<file path="src/rtl/pll_freq_ctrl_if.sv">
// +----------------------------------------------------------------------+
// | Module : pll_freq_ctrl_if                                            |
// | Brief  : Control/measurement bundle between the loop and its user    |
// | Rev    : 1.0  initial release                                        |
// +----------------------------------------------------------------------+
`default_nettype none

interface pll_freq_ctrl_if #(
  parameter int CNT_W = 16
);
  logic             en_i;
  logic [CNT_W-1:0] target_i;
  logic             fb_clk_i;
  logic             freq_incr_o;
  logic             freq_decr_o;
  logic             stable_cfg_o;
  logic [CNT_W-1:0] meas_count_o;
  logic             meas_valid_o;

  modport master (
    output en_i, target_i, fb_clk_i,
    input  freq_incr_o, freq_decr_o, stable_cfg_o, meas_count_o, meas_valid_o
  );

  modport slave (
    input  en_i, target_i, fb_clk_i,
    output freq_incr_o, freq_decr_o, stable_cfg_o, meas_count_o, meas_valid_o
  );
endinterface

`default_nettype wire

</file>
<file path="src/rtl/pll_freq_ctrl.sv">
// +----------------------------------------------------------------------+
// | Module : pll_freq_ctrl                                               |
// | Brief  : Windowed feedback-edge counter driving VCO correction pulses |
// |          and a settled flag. Option macro: PLL_FREQ_CTRL_HYST_EN      |
// | Rev    : 1.0  initial release                                        |
// +----------------------------------------------------------------------+
`default_nettype none

module pll_freq_ctrl #(
  parameter int CNT_W        = 16,
  parameter int WIN_CYCLES   = 1024,
  parameter int TOL          = 1,
  parameter int MAX_PULSE    = 8,
  parameter int LOCK_WINDOWS = 4
) (
  input  wire logic        clk_i,
  input  wire logic        arst_i,
  pll_freq_ctrl_if.slave   bus
);

  localparam int WIN_W = (WIN_CYCLES > 1) ? $clog2(WIN_CYCLES) : 1;
  localparam int PUL_W = $clog2(MAX_PULSE + 1);
  localparam int LCK_W = $clog2(LOCK_WINDOWS + 1);
  localparam int ERR_W = CNT_W + 1;

  localparam logic [WIN_W-1:0] WIN_LAST = WIN_W'(WIN_CYCLES - 1);
  localparam logic [ERR_W-1:0] TOL_N    = ERR_W'(TOL);
  localparam logic [ERR_W-1:0] MAX_N    = ERR_W'(MAX_PULSE);
  localparam logic [LCK_W-1:0] LOCK_N   = LCK_W'(LOCK_WINDOWS);
`ifdef PLL_FREQ_CTRL_HYST_EN
  localparam logic [ERR_W-1:0] TOL_H    = ERR_W'(2 * TOL);
`endif

  typedef enum logic [1:0] {
    IDLE    = 2'd0,
    MEASURE = 2'd1,
    ADJUST  = 2'd2
  } state_t;

  state_t           state_q, state_d;
  logic             fb_meta_q, fb_meta_d;
  logic             fb_sync_q, fb_sync_d;
  logic             fb_prev_q, fb_prev_d;
  logic [WIN_W-1:0] win_q, win_d;
  logic [CNT_W-1:0] edges_q, edges_d;
  logic [PUL_W-1:0] left_q, left_d;
  logic [LCK_W-1:0] lock_q, lock_d;
  logic             incr_q, incr_d;
  logic             decr_q, decr_d;
  logic             stable_q, stable_d;
  logic             valid_q, valid_d;
  logic [CNT_W-1:0] meas_q, meas_d;

  logic             fb_rise;
  logic [CNT_W-1:0] count_fin;
  logic [ERR_W-1:0] err;
  logic [ERR_W-1:0] err_mag;
  logic [ERR_W-1:0] tol_eff;
  logic             in_tol;
  logic [PUL_W-1:0] pulse_len;

  always_comb begin
    fb_meta_d = bus.fb_clk_i;
    fb_sync_d = fb_meta_q;
    fb_prev_d = fb_sync_q;
    fb_rise   = fb_sync_q & ~fb_prev_q;

    count_fin = (fb_rise && (edges_q != '1)) ? edges_q + CNT_W'(1) : edges_q;

    // two's-complement difference; MSB is the sign of target - count
    err     = {1'b0, bus.target_i} - {1'b0, count_fin};
    err_mag = err[ERR_W-1] ? (~err + ERR_W'(1)) : err;
`ifdef PLL_FREQ_CTRL_HYST_EN
    tol_eff = stable_q ? TOL_H : TOL_N;
`else
    tol_eff = TOL_N;
`endif
    in_tol    = (err_mag <= tol_eff);
    pulse_len = (err_mag > MAX_N) ? PUL_W'(MAX_PULSE) : err_mag[PUL_W-1:0];

    state_d  = state_q;
    win_d    = win_q;
    edges_d  = edges_q;
    left_d   = left_q;
    lock_d   = lock_q;
    incr_d   = incr_q;
    decr_d   = decr_q;
    stable_d = stable_q;
    valid_d  = 1'b0;
    meas_d   = meas_q;

    case (state_q)
      IDLE: begin
        incr_d   = 1'b0;
        decr_d   = 1'b0;
        stable_d = 1'b0;
        lock_d   = '0;
        win_d    = '0;
        edges_d  = '0;
        if (bus.en_i) state_d = MEASURE;
      end

      MEASURE: begin
        edges_d = count_fin;
        win_d   = win_q + WIN_W'(1);
        if (win_q == WIN_LAST) begin
          meas_d   = count_fin;
          valid_d  = 1'b1;
          lock_d   = !in_tol ? '0 : (lock_q == LOCK_N) ? lock_q : lock_q + LCK_W'(1);
          stable_d = (lock_d == LOCK_N);
          incr_d   = !in_tol && !err[ERR_W-1];
          decr_d   = !in_tol &&  err[ERR_W-1];
          // out of tolerance implies |err| >= 1, so pulse_len is never 0 here
          left_d   = in_tol ? '0 : pulse_len - PUL_W'(1);
          state_d  = ADJUST;
        end
      end

      ADJUST: begin
        if (left_q == '0) begin
          incr_d  = 1'b0;
          decr_d  = 1'b0;
          win_d   = '0;
          edges_d = '0;
          state_d = MEASURE;
        end else begin
          left_d = left_q - PUL_W'(1);
        end
      end

      default: state_d = IDLE;
    endcase

    // disabling overrides every state and cuts a pulse on the next edge
    if (!bus.en_i) begin
      state_d  = IDLE;
      incr_d   = 1'b0;
      decr_d   = 1'b0;
      stable_d = 1'b0;
      valid_d  = 1'b0;
      lock_d   = '0;
      meas_d   = meas_q;
    end
  end

  always_ff @(posedge clk_i or posedge arst_i) begin
    if (arst_i) begin
      state_q   <= IDLE;
      fb_meta_q <= 1'b0;
      fb_sync_q <= 1'b0;
      fb_prev_q <= 1'b0;
      win_q     <= '0;
      edges_q   <= '0;
      left_q    <= '0;
      lock_q    <= '0;
      incr_q    <= 1'b0;
      decr_q    <= 1'b0;
      stable_q  <= 1'b0;
      valid_q   <= 1'b0;
      meas_q    <= '0;
    end else begin
      state_q   <= state_d;
      fb_meta_q <= fb_meta_d;
      fb_sync_q <= fb_sync_d;
      fb_prev_q <= fb_prev_d;
      win_q     <= win_d;
      edges_q   <= edges_d;
      left_q    <= left_d;
      lock_q    <= lock_d;
      incr_q    <= incr_d;
      decr_q    <= decr_d;
      stable_q  <= stable_d;
      valid_q   <= valid_d;
      meas_q    <= meas_d;
    end
  end

  assign bus.freq_incr_o  = incr_q;
  assign bus.freq_decr_o  = decr_q;
  assign bus.stable_cfg_o = stable_q;
  assign bus.meas_count_o = meas_q;
  assign bus.meas_valid_o = valid_q;

endmodule

`default_nettype wire
</file>
<file path="src/flat_wrapper.sv">
// flat-port wrapper written by rule: the top's interface ports become plain ports
module pll_freq_ctrl_flat 
#(
  parameter int CNT_W        = 16,
  parameter int WIN_CYCLES   = 1024,
  parameter int TOL          = 1,
  parameter int MAX_PULSE    = 8,
  parameter int LOCK_WINDOWS = 4
)
  (clk_i, arst_i, bus_en_i, bus_target_i, bus_fb_clk_i, bus_freq_incr_o, bus_freq_decr_o, bus_stable_cfg_o, bus_meas_count_o, bus_meas_valid_o);
  pll_freq_ctrl_if #(.CNT_W(CNT_W)) bus_i ();
  input  wire logic clk_i;
  input  wire logic arst_i;
  input wire logic [$bits(bus_i.en_i)-1:0] bus_en_i;
  input wire logic [$bits(bus_i.target_i)-1:0] bus_target_i;
  input wire logic [$bits(bus_i.fb_clk_i)-1:0] bus_fb_clk_i;
  output wire logic [$bits(bus_i.freq_incr_o)-1:0] bus_freq_incr_o;
  output wire logic [$bits(bus_i.freq_decr_o)-1:0] bus_freq_decr_o;
  output wire logic [$bits(bus_i.stable_cfg_o)-1:0] bus_stable_cfg_o;
  output wire logic [$bits(bus_i.meas_count_o)-1:0] bus_meas_count_o;
  output wire logic [$bits(bus_i.meas_valid_o)-1:0] bus_meas_valid_o;
  assign bus_i.en_i = bus_en_i;
  assign bus_i.target_i = bus_target_i;
  assign bus_i.fb_clk_i = bus_fb_clk_i;
  assign bus_freq_incr_o = bus_i.freq_incr_o;
  assign bus_freq_decr_o = bus_i.freq_decr_o;
  assign bus_stable_cfg_o = bus_i.stable_cfg_o;
  assign bus_meas_count_o = bus_i.meas_count_o;
  assign bus_meas_valid_o = bus_i.meas_valid_o;
  pll_freq_ctrl #(.CNT_W(CNT_W), .WIN_CYCLES(WIN_CYCLES), .TOL(TOL), .MAX_PULSE(MAX_PULSE), .LOCK_WINDOWS(LOCK_WINDOWS)) u_core (.clk_i(clk_i), .arst_i(arst_i), .bus(bus_i));
endmodule
</file>
<file path="config.mk">
export PLATFORM = sky130hd
export DESIGN_NAME = pll_freq_ctrl_flat
export DESIGN_NICKNAME = d
export VERILOG_FILES = /design/src/rtl/pll_freq_ctrl_if.sv /design/src/rtl/pll_freq_ctrl.sv /design/src/flat_wrapper.sv
export SDC_FILE = /design/constraint.sdc
export NUM_CORES = 1
export LEC_CHECK = 0
export BUFFER_PORTS_ARGS = -buffer_cell sky130_fd_sc_hd__buf_2
export CAP_MARGIN = 20
export CORE_ASPECT_RATIO = 0.8
export CORE_MARGIN = 2
export CORE_UTILIZATION = 41
export CTS_BUF_LIST = sky130_fd_sc_hd__clkbuf_8
export DETAILED_ROUTE_END_ITERATION = 16
export PLACE_DENSITY = 0.67
export SYNTH_ARGS = -nofsm -noshare
export SYNTH_HDL_FRONTEND = slang
export SYNTH_SLANG_ARGS = --single-unit
export TNS_END_PERCENT = 50
</file>
<file path="constraint.sdc">
create_clock -name clk_i -period 8.1 [get_ports clk_i]
set_clock_uncertainty 0.2 [all_clocks]
set_input_delay 2.025 -clock clk_i [delete_from_list [all_inputs] [get_ports clk_i]]
set_output_delay 2.025 -clock clk_i [all_outputs]
set_load 0.01 [all_outputs]
</file>
==> qor.yml, run 1 <==
sta:
  tns_ps: 0
  setup_viol: 0
  fin_crit_sh: 0.872
  max-slew-margin-rel: 0.454
  fmax_ghz: 0.142
  rsz0062_at_grt: "false"
  tightest_slew_ps: 818
  hold_viol_final: 0
  hold-worst-slack_ps: 169
  slew_viol_final: 0
  min_period_ps: 7060
synthesis:
  syn_area_mm2: 0.00446
  ys_types: 74
  yosys_warnings: 0
  syn_nets: 593
  synth_top_area_cell: "dfrtp_1"
  ys_ff_latch: 58
  synth.top_cell.area_share: 0.325
  ys_seq_area_frac: 0.325
  synth_common_cells: "63 x nand2_1, 58 x dfrtp_1, 51 x nor2_1"
  synth-edff-count: 0
  post-synth-top-count-cell: "nand2_1"
  ys.flop_type: "dfrtp_1"
  synth_cells: 545
  synth.area.top_cells: "dfrtp_1 33%, ha_1 7.6%, nand2_1 5.3%"
  synth_area_per_cell_um2: 8.19
  ys_async_sr_fraction: 1.00
clocking:
  tritoncts: "built"
  path_clk_slew_ps: 70
  numCtsBuffers: 9
  postCtsResizedCells: 0
  htreeDepth: 3
  insertion_delay_ps: 360
  holdBufCountCts: 0
  cts_sinks: 58
  clockRootBuffer: "clkbuf_8"
  post_cts_buffers: 0
  clockBufferDepth: 2
floorplan:
  start_util: 0.416
  die_h_um: 97.3
  core-area_mm2: 0.0107
  num_rows: 34
  die-area_mm2: 0.0117
  ioPinCount: 40
  die_w_um: 121
detailed_routing:
  vias_per_cell: 5.80
  drtIter0Drc: 402
  first_pass_iters: 5
  routed_wl_um: 11700
  vias: 4202
  drc: 0
  ant_nets: 0
  post_drt_wl_per_cell_um: 16.1
final_layout:
  fillCellCount: 1047
  n_antenna_cell: 0
  nNetsFinal: 624
  drive_gt1_frac: 0.143
  syn2layout_area_growth_pct: 11.6
setup_path:
  crit_fanout: 9
  path_class: "register to register"
  startpoint: "u_core.edges_q[0]"
  cp.arrival_ps: 7160
  start_kind: "register"
  r2r_start: "u_core.edges_q[0]"
  r2r_cells: 24
  required_ps: 8200
  cp-end-kind: "register"
grt:
  grt_overflow_total: 0
  antenna_found_initial: 0
  grt_pass1_vias: 3995
  grt_max_degree: 59
  grt.total_usage: 0.208
  grt_pass1_wl_um: 19700
power:
  peakVddDrop_v: 0.0000893
  p_leak_uw: 0.00216
  power_density_mw_per_mm2: 151
placed_design:
  port_buffers: 39
  hpwl_um: 8740
  globalplace.congestion: 0.838
run_status:
  run_status: "finished clean"
job:
  maxCapViolations: 0
hold_path:
  hold_path.class: "register to register"
  min_path_cells: 0
  hold_start: "u_core.fb_meta_q"
==> logic make-up (layout without fill, tap and decap cells) <==
logic type | count (synthesis) | after routing | share of synthesized area
buf+inv | 46 | 82 | 0.0398
mux | 8 | 8 | 0.0188
fa+ha+maj | 28 | 28 | 0.0802
simple gates | 214 | 214 | 0.238
xor+xnor | 30 | 30 | 0.0589
compound gates | 161 | 161 | 0.239
flops | 58 | 58 | 0.325
==> metal layers <==
metal  wire length, µm  global-route usage  vias up  share of wire
li1                  -                   -     2050              -
met3               441              0.0446       26          0.038
met1              5550               0.286     2016           0.47
met5                 0                   0        -              0
met2              5440               0.324      110           0.46
met4               272              0.0725        0          0.023
==> path summary, 6_finish.rpt <==
path | end | slack [ps]
min | u_core.fb_prev_d | 170
max | u_core.left_q[2] | 1040
max reg2reg | u_core.left_q[2] | 1040
min in group asynchronous | u_core.bus.meas_count_o[10] | 1680
min reg2reg | u_core.fb_prev_d | 170
max in group asynchronous | u_core.lock_q[2] | 5510
==> registers in the layout, summed over array words and instances, names as in the netlist <==
| name | count |
|---|---|
| u_core.bus.freq_decr_o | 1 |
| u_core.bus.freq_incr_o | 1 |
| u_core.bus.meas_count_o | 16 |
| u_core.bus.meas_valid_o | 1 |
| u_core.bus.stable_cfg_o | 1 |
| u_core.edges_q | 16 |
| u_core.fb_meta_q | 1 |
| u_core.fb_prev_d | 1 |
| u_core.fb_prev_q | 1 |
| u_core.left_q | 4 |
| u_core.lock_q | 3 |
| u_core.state_q | 2 |
| u_core.win_q | 10 |
==> power breakdown <==
| part | leakage [µW] | internal [µW] | switching (µW) |
|---|---|---|---|
| clock network | 0.000103 | 157 | 129 |
| logic | 0.00126 | 60.9 | 97.2 |
| registers | 0.000793 | 298 | 7.85 |
==> area by class of cell <==
cell class | count | area [µm²] | area share
clock buffer | 11 | 151 | 0.0304
clock inverter | 5 | 53.8 | 0.0108
inverter | 23 | 86.3 | 0.0173
multi-input combinational | 441 | 2830 | 0.569
sequential | 58 | 1450 | 0.291
tap | 144 | 180 | 0.0362
timing repair buffer | 43 | 225 | 0.0452
==> layout by cell type (no fill, tap or decap), types with 7 or more instances in the layout <==
cell / netlist / layout
dfrtp_1: 58 / 58
nor3_1: 12 / 12
xnor2_1: 13 / 13
and3_1: 10 / 10
xor2_1: 17 / 17
clkbuf_8: 0 / 11
nor2_1: 51 / 51
or3_1: 8 / 8
o31ai_1: 9 / 9
a21oi_1: 40 / 40
a21o_1: 7 / 7
nand4_1: 10 / 10
inv_1: 23 / 23
ha_1: 27 / 27
o21ai_0: 42 / 42
buf_2: 3 / 39
o21a_1: 8 / 8
nand2_1: 63 / 63
nand3_1: 20 / 20
==> critical path: stages, from the launching register on <==
cell	delay, ps
dfrtp_1	430
ha_1	260
nand4_1	120
or3_1	240
nor2_1	90
nor3b_1	650
nand4_1	390
nor2_1	210
xnor2_1	200
ha_1	350
o21a_1	150
or2_2	310
a21boi_0	190
or4_1	510
o211a_1	150
nor3b_1	380
o2111ai_1	240
o31a_1	390
a211oi_4	410
and3b_2	280
nand2_1	60
ha_1	210
nor4_1	240
and4_2	240
or3_1	90
==> stage by stage <==
step	instance area (µm²)	util	cells	worst slack, ps	total power [µW]
5_1_grt	4980	0.465	725	498	791
6_report	4980	0.465	725	1040	750
2_1_floorplan	4460	-	545	1780	429
3_5_place_dp	4780	0.445	709	1150	467
4_1_cts	4980	0.465	725	1080	753
3_3_place_gp	4780	0.445	709	1330	461
Note: power is estimated with default switching activity, not from simulation.
==> run 2: changes to the inputs <==
- REMOVE_ABC_BUFFERS: not set -> 1
==> run 2 against run 1 <==
  * Fmax rose by 1.1%
  * Flip-flop and latch count unchanged
  * Die area did not move
  * Register-to-register slack gained 80 ps
  * Design area shrank 0.70%
  * Global-route usage is 0.47 points lower
  * Combinational power hardly changed
  * Non-clock buffer count decreased by 1
  * Utilization down 0.33 points
  * Largest power group unchanged
==> qor.yml, run 2 (same netlist as run 1, synthesis figures left out) <==
power:
  peakVddDrop_v: 0.0000610
  power_density_mw_per_mm2: 145
  p_leak_uw: 0.00214
  p_total_uw: 719
final_layout:
  nNetsFinal: 623
  fillCellCount: 1071
  drive_gt1_frac: 0.140
  n_antenna_cell: 0
  syn2layout_area_growth_pct: 10.9
  layout_common_cells: "63 x nand2_1, 58 x dfrtp_1, 51 x nor2_1"
  final_common_cell: "nand2_1"
  final_util: 0.461
  final_cells: 722
sta:
  min_period_ps: 6990
  hold_viol_final: 0
  tns_ps: 0
  tightest_slew_ps: 799
  setup_viol: 0
  slew_viol_final: 0
  max-slew-margin-rel: 0.467
  fmax_ghz: 0.143
  rsz0062_at_grt: "false"
  fin_crit_sh: 0.863
floorplan:
  ioPinCount: 40
  die_w_um: 121
  num_rows: 34
  die-area_mm2: 0.0117
  core-area_mm2: 0.0107
  die_h_um: 97.3
  start_util: 0.416
hold_path:
  hold_path.class: "register to register"
clocking:
  post_cts_buffers: 0
  htreeDepth: 3
  holdBufCountCts: 0
  numCtsBuffers: 9
  cts_sinks: 58
  path_clk_slew_ps: 70
  tritoncts: "built"
  clockBufferDepth: 2
  postCtsResizedCells: 0
  clockRootBuffer: "clkbuf_8"
  insertion_delay_ps: 350
setup_path:
  path_buf_inv: 0
  slowest_delay_ps: 610
  worstPathCellList: "ha_1 > nand4_1 > or3_1 > nor2_1 > nor3b_1 > nand4_1 > nor2_1 > xnor2_1 > ha_1 > o21a_1 > or2_2 > a21boi_0 > or4_1 > o211a_1 > nor3b_1 > o2111ai_1 > o31a_1 > a211oi_4 > and3b_2 > nand2_1 > ha_1 > nor4_1 > and4_2 > or3_1"
  path_class: "register to register"
  crit_path_top_delay_cell: "nor3b_1"
  required_ps: 8200
  path_delay_family: "simple AND/OR/NAND/NOR gates"
  crit_fanout: 9
  cp-end-kind: "register"
  start_kind: "register"
  crit_path_frequent_cell: "ha_1"
  cp.arrival_ps: 7090
grt:
  grt_pass1_wl_um: 19500
  grt.total_usage: 0.203
  grt_max_degree: 59
  grt_overflow_total: 0
  antenna_found_initial: 0
  grt_pass1_vias: 4057
detailed_routing:
  highest_layer: "met4"
  wl_met1_um: 5310
  first_pass_iters: 5
  vias: 4218
  wl_met3_um: 539
  met2_wirelength_um: 5310
  post_drt_wl_per_cell_um: 15.7
  vias_per_cell: 5.84
  drtIter0Drc: 262
  ant_nets: 0
  drc: 0
  routed_wl_um: 11400
job:
  maxCapViolations: 0
placed_design:
  dpl.cell_count: 708
  port_buffers: 39
  globalplace.congestion: 0.913
  hpwl_um: 8500
run_status:
  run_status: "finished clean"
==> run 2: cell count changes in the layout (fill, tap and decap cells not counted), sizes merged <==
cell	change
clkbuf	+1
buf	-1
bufinv	-1
inv	-1
clkinvlp	-1
==> run 2: power breakdown <==
part	switching (µW)	total [µW]	leakage [µW]	internal, µW
sequential	7.56	306	0.000793	298
clock	123	255	0.0000903	132
combinational	97.1	158	0.00126	60.6
==> run 2: path summary, 6_finish.rpt <==
| kind | endpoint | slack (ps) | cells after the start | start |
|---|---|---|---|---|
| setup / recovery | u_core.left_q[2] | 1110 | 24 | u_core.edges_q[0] |
| hold / removal | u_core.fb_prev_d | 150 | 0 | u_core.fb_meta_q |
| setup reg to reg | u_core.left_q[2] | 1110 | 24 | u_core.edges_q[0] |
| hold reg to reg | u_core.fb_prev_d | 150 | 0 | u_core.fb_meta_q |
| max in group asynchronous | u_core.bus.meas_count_o[0] | 5520 | 3 | arst_i |
| min in group asynchronous | u_core.edges_q[14] | 1670 | 3 | arst_i |
==> run 2: routing by layer <==
layer,track usage,up-vias
met4,0.0653,0
met1,0.280,2009
li1,-,2053
met3,0.0399,25
met2,0.322,131
met5,0,-
==> run 2: cell type report <==
class	instances	area, µm²	area share
sequential	58	1450	0.293
tap	144	180	0.0364
multi-input combinational	441	2830	0.573
inverter	23	86.3	0.0175
timing repair buffer	42	218	0.0440
clock inverter	2	12.5	0.00253
clock buffer	12	165	0.0334
==> run 2: stage by stage <==
| step | area, µm² | setup slack [ps] | hold slack [ps] |
|---|---|---|---|
| floorplan | 4370 | 1780 | 131 |
| global placement | 4770 | 1430 | 133 |
| detailed placement | 4770 | 1200 | 135 |
| CTS | 4950 | 1180 | 149 |
| global route | 4950 | 690 | 171 |
| finish | 4950 | 1110 | 148 |
==> run 3: changes to the inputs <==
- CORE_UTILIZATION: 41 -> 45
- PLACE_DENSITY: 0.67 -> 0.71
==> run 3 against run 2 <==
  * Fmax up 0.25%
  * Non-clock buffer count unchanged
  * Die area down 8.6%
  * Global-route usage up 1.8 points
  * Highest routed layer unchanged
==> qor.yml, run 3 (same netlist as run 1, synthesis figures left out) <==
clocking:
  holdBufCountCts: 0
  insertion_delay_ps: 360
  post_cts_buffers: 0
  cts_sinks: 58
  clockRootBuffer: "clkbuf_8"
  postCtsResizedCells: 0
  tritoncts: "built"
  numCtsBuffers: 9
  clockBufferDepth: 2
  path_clk_slew_ps: 80
  htreeDepth: 3
sta:
  fin_ws_ps: 1130
  tightest_slew_ps: 774
  slew_viol_final: 0
  rsz0062_at_grt: "false"
  tns_ps: 0
  fmax_ghz: 0.143
  min_period_ps: 6970
  setup_viol: 0
  max-slew-margin-rel: 0.484
  fin_crit_sh: 0.861
  hold_viol_final: 0
floorplan:
  die_h_um: 93.1
  ioPinCount: 40
  start_util: 0.462
  core-area_mm2: 0.00965
  num_rows: 32
  die-area_mm2: 0.0107
  die_w_um: 115
final_layout:
  layout_common_cells: "63 x nand2_1, 58 x dfrtp_1, 51 x nor2_1"
  drive_gt1_frac: 0.141
  final_common_cell: "nand2_1"
  n_antenna_cell: 0
  fillCellCount: 924
  syn2layout_area_growth_pct: 11.0
  final_util: 0.513
  nNetsFinal: 623
hold_path:
  hold_path.class: "register to register"
setup_path:
  crit_path_frequent_cell: "ha_1"
  r2r_setup_slack_ps: 1130
  crit_path_top_delay_cell: "nor3b_1"
  slowest_delay_ps: 620
  start_kind: "register"
  path_delay_family: "simple AND/OR/NAND/NOR gates"
  cp.arrival_ps: 7070
  worstPathCellList: "ha_1 > nand4_1 > or3_1 > nor2_1 > nor3b_1 > nand4_1 > nor2_1 > xnor2_1 > ha_1 > o21a_1 > or2_2 > a21boi_0 > or4_1 > o211a_1 > nor3b_1 > o2111ai_1 > o31a_1 > a211oi_4 > and3b_2 > nand2_1 > ha_1 > nor4_1 > and4_2 > or3_1"
  crit_fanout: 9
  required_ps: 8200
  path_buf_inv: 0
  path_class: "register to register"
  cp-end-kind: "register"
grt:
  grt_max_degree: 59
  grt_pass1_wl_um: 18900
  antenna_found_initial: 0
  grt_overflow_total: 0
  grt_pass1_vias: 3938
  grt.total_usage: 0.222
detailed_routing:
  vias: 4181
  drtIter0Drc: 294
  vias_per_cell: 5.84
  post_drt_wl_per_cell_um: 15.8
  first_pass_iters: 6
  routed_wl_um: 11300
  ant_nets: 0
  drc: 0
power:
  power_density_mw_per_mm2: 148
  p_leak_uw: 0.00215
  p_total_uw: 735
  peakVddDrop_v: 0.000107
run_status:
  run_status: "finished clean"
job:
  maxCapViolations: 0
placed_design:
  preCtsSetupSlack_ps: 1220
  port_buffers: 39
  globalplace.congestion: 0.924
  hpwl_um: 8460
==> run 3: changes by cell type in the layout (fill, tap and decap cells not counted), sizes merged <==
cell / before / now
clkinvlp: 1 / 2
clkinv: 1 / 3
inv: 23 / 24
bufinv: 0 / 1
clkbuf: 12 / 9
==> run 3: metal layers <==
layer  part of all wire  vias up  track usage
met4              0.012        0       0.0592
met3              0.040       15       0.0486
met1               0.47     2015        0.297
li1                   -     2046            -
met2               0.47      105        0.362
met5                  0        -            0
==> run 3: per-stage QoR <==
step | instance area (µm²) | cells | hold slack, ps
floorplan | 4370 | 522 | 131
global placement | 4760 | 700 | 133
detailed placement | 4760 | 700 | 135
CTS | 4950 | 716 | 151
global route | 4950 | 716 | 174
finish | 4950 | 716 | 150
==> run 3: path summary, 6_finish.rpt <==
check	start	depth (start not counted)	endpoint
worst min register to register	u_core.fb_meta_q	0	u_core.fb_prev_d
min in group asynchronous	arst_i	3	u_core.bus.meas_count_o[15]
worst min-delay path	u_core.fb_meta_q	0	u_core.fb_prev_d
worst max-delay path	u_core.edges_q[0]	24	u_core.left_q[2]
worst max register to register	u_core.edges_q[0]	24	u_core.left_q[2]
max in group asynchronous	arst_i	3	u_core.bus.meas_count_o[7]
==> run 3: cell type report <==
| type | instances | area (µm²) | share of cell area |
|---|---|---|---|
| clock buffer | 9 | 124 | 0.0250 |
| clock inverter | 7 | 71.3 | 0.0144 |
| inverter | 23 | 86.3 | 0.0174 |
| multi-input combinational | 441 | 2830 | 0.572 |
| sequential | 58 | 1450 | 0.293 |
| tap | 136 | 170 | 0.0344 |
| timing repair buffer | 42 | 218 | 0.0440 |
==> run 3: power breakdown <==
| part | switching, µW | internal, µW |
|---|---|---|
| registers | 7.44 | 298 |
| logic | 96.1 | 60.6 |
| clock network | 131 | 141 |
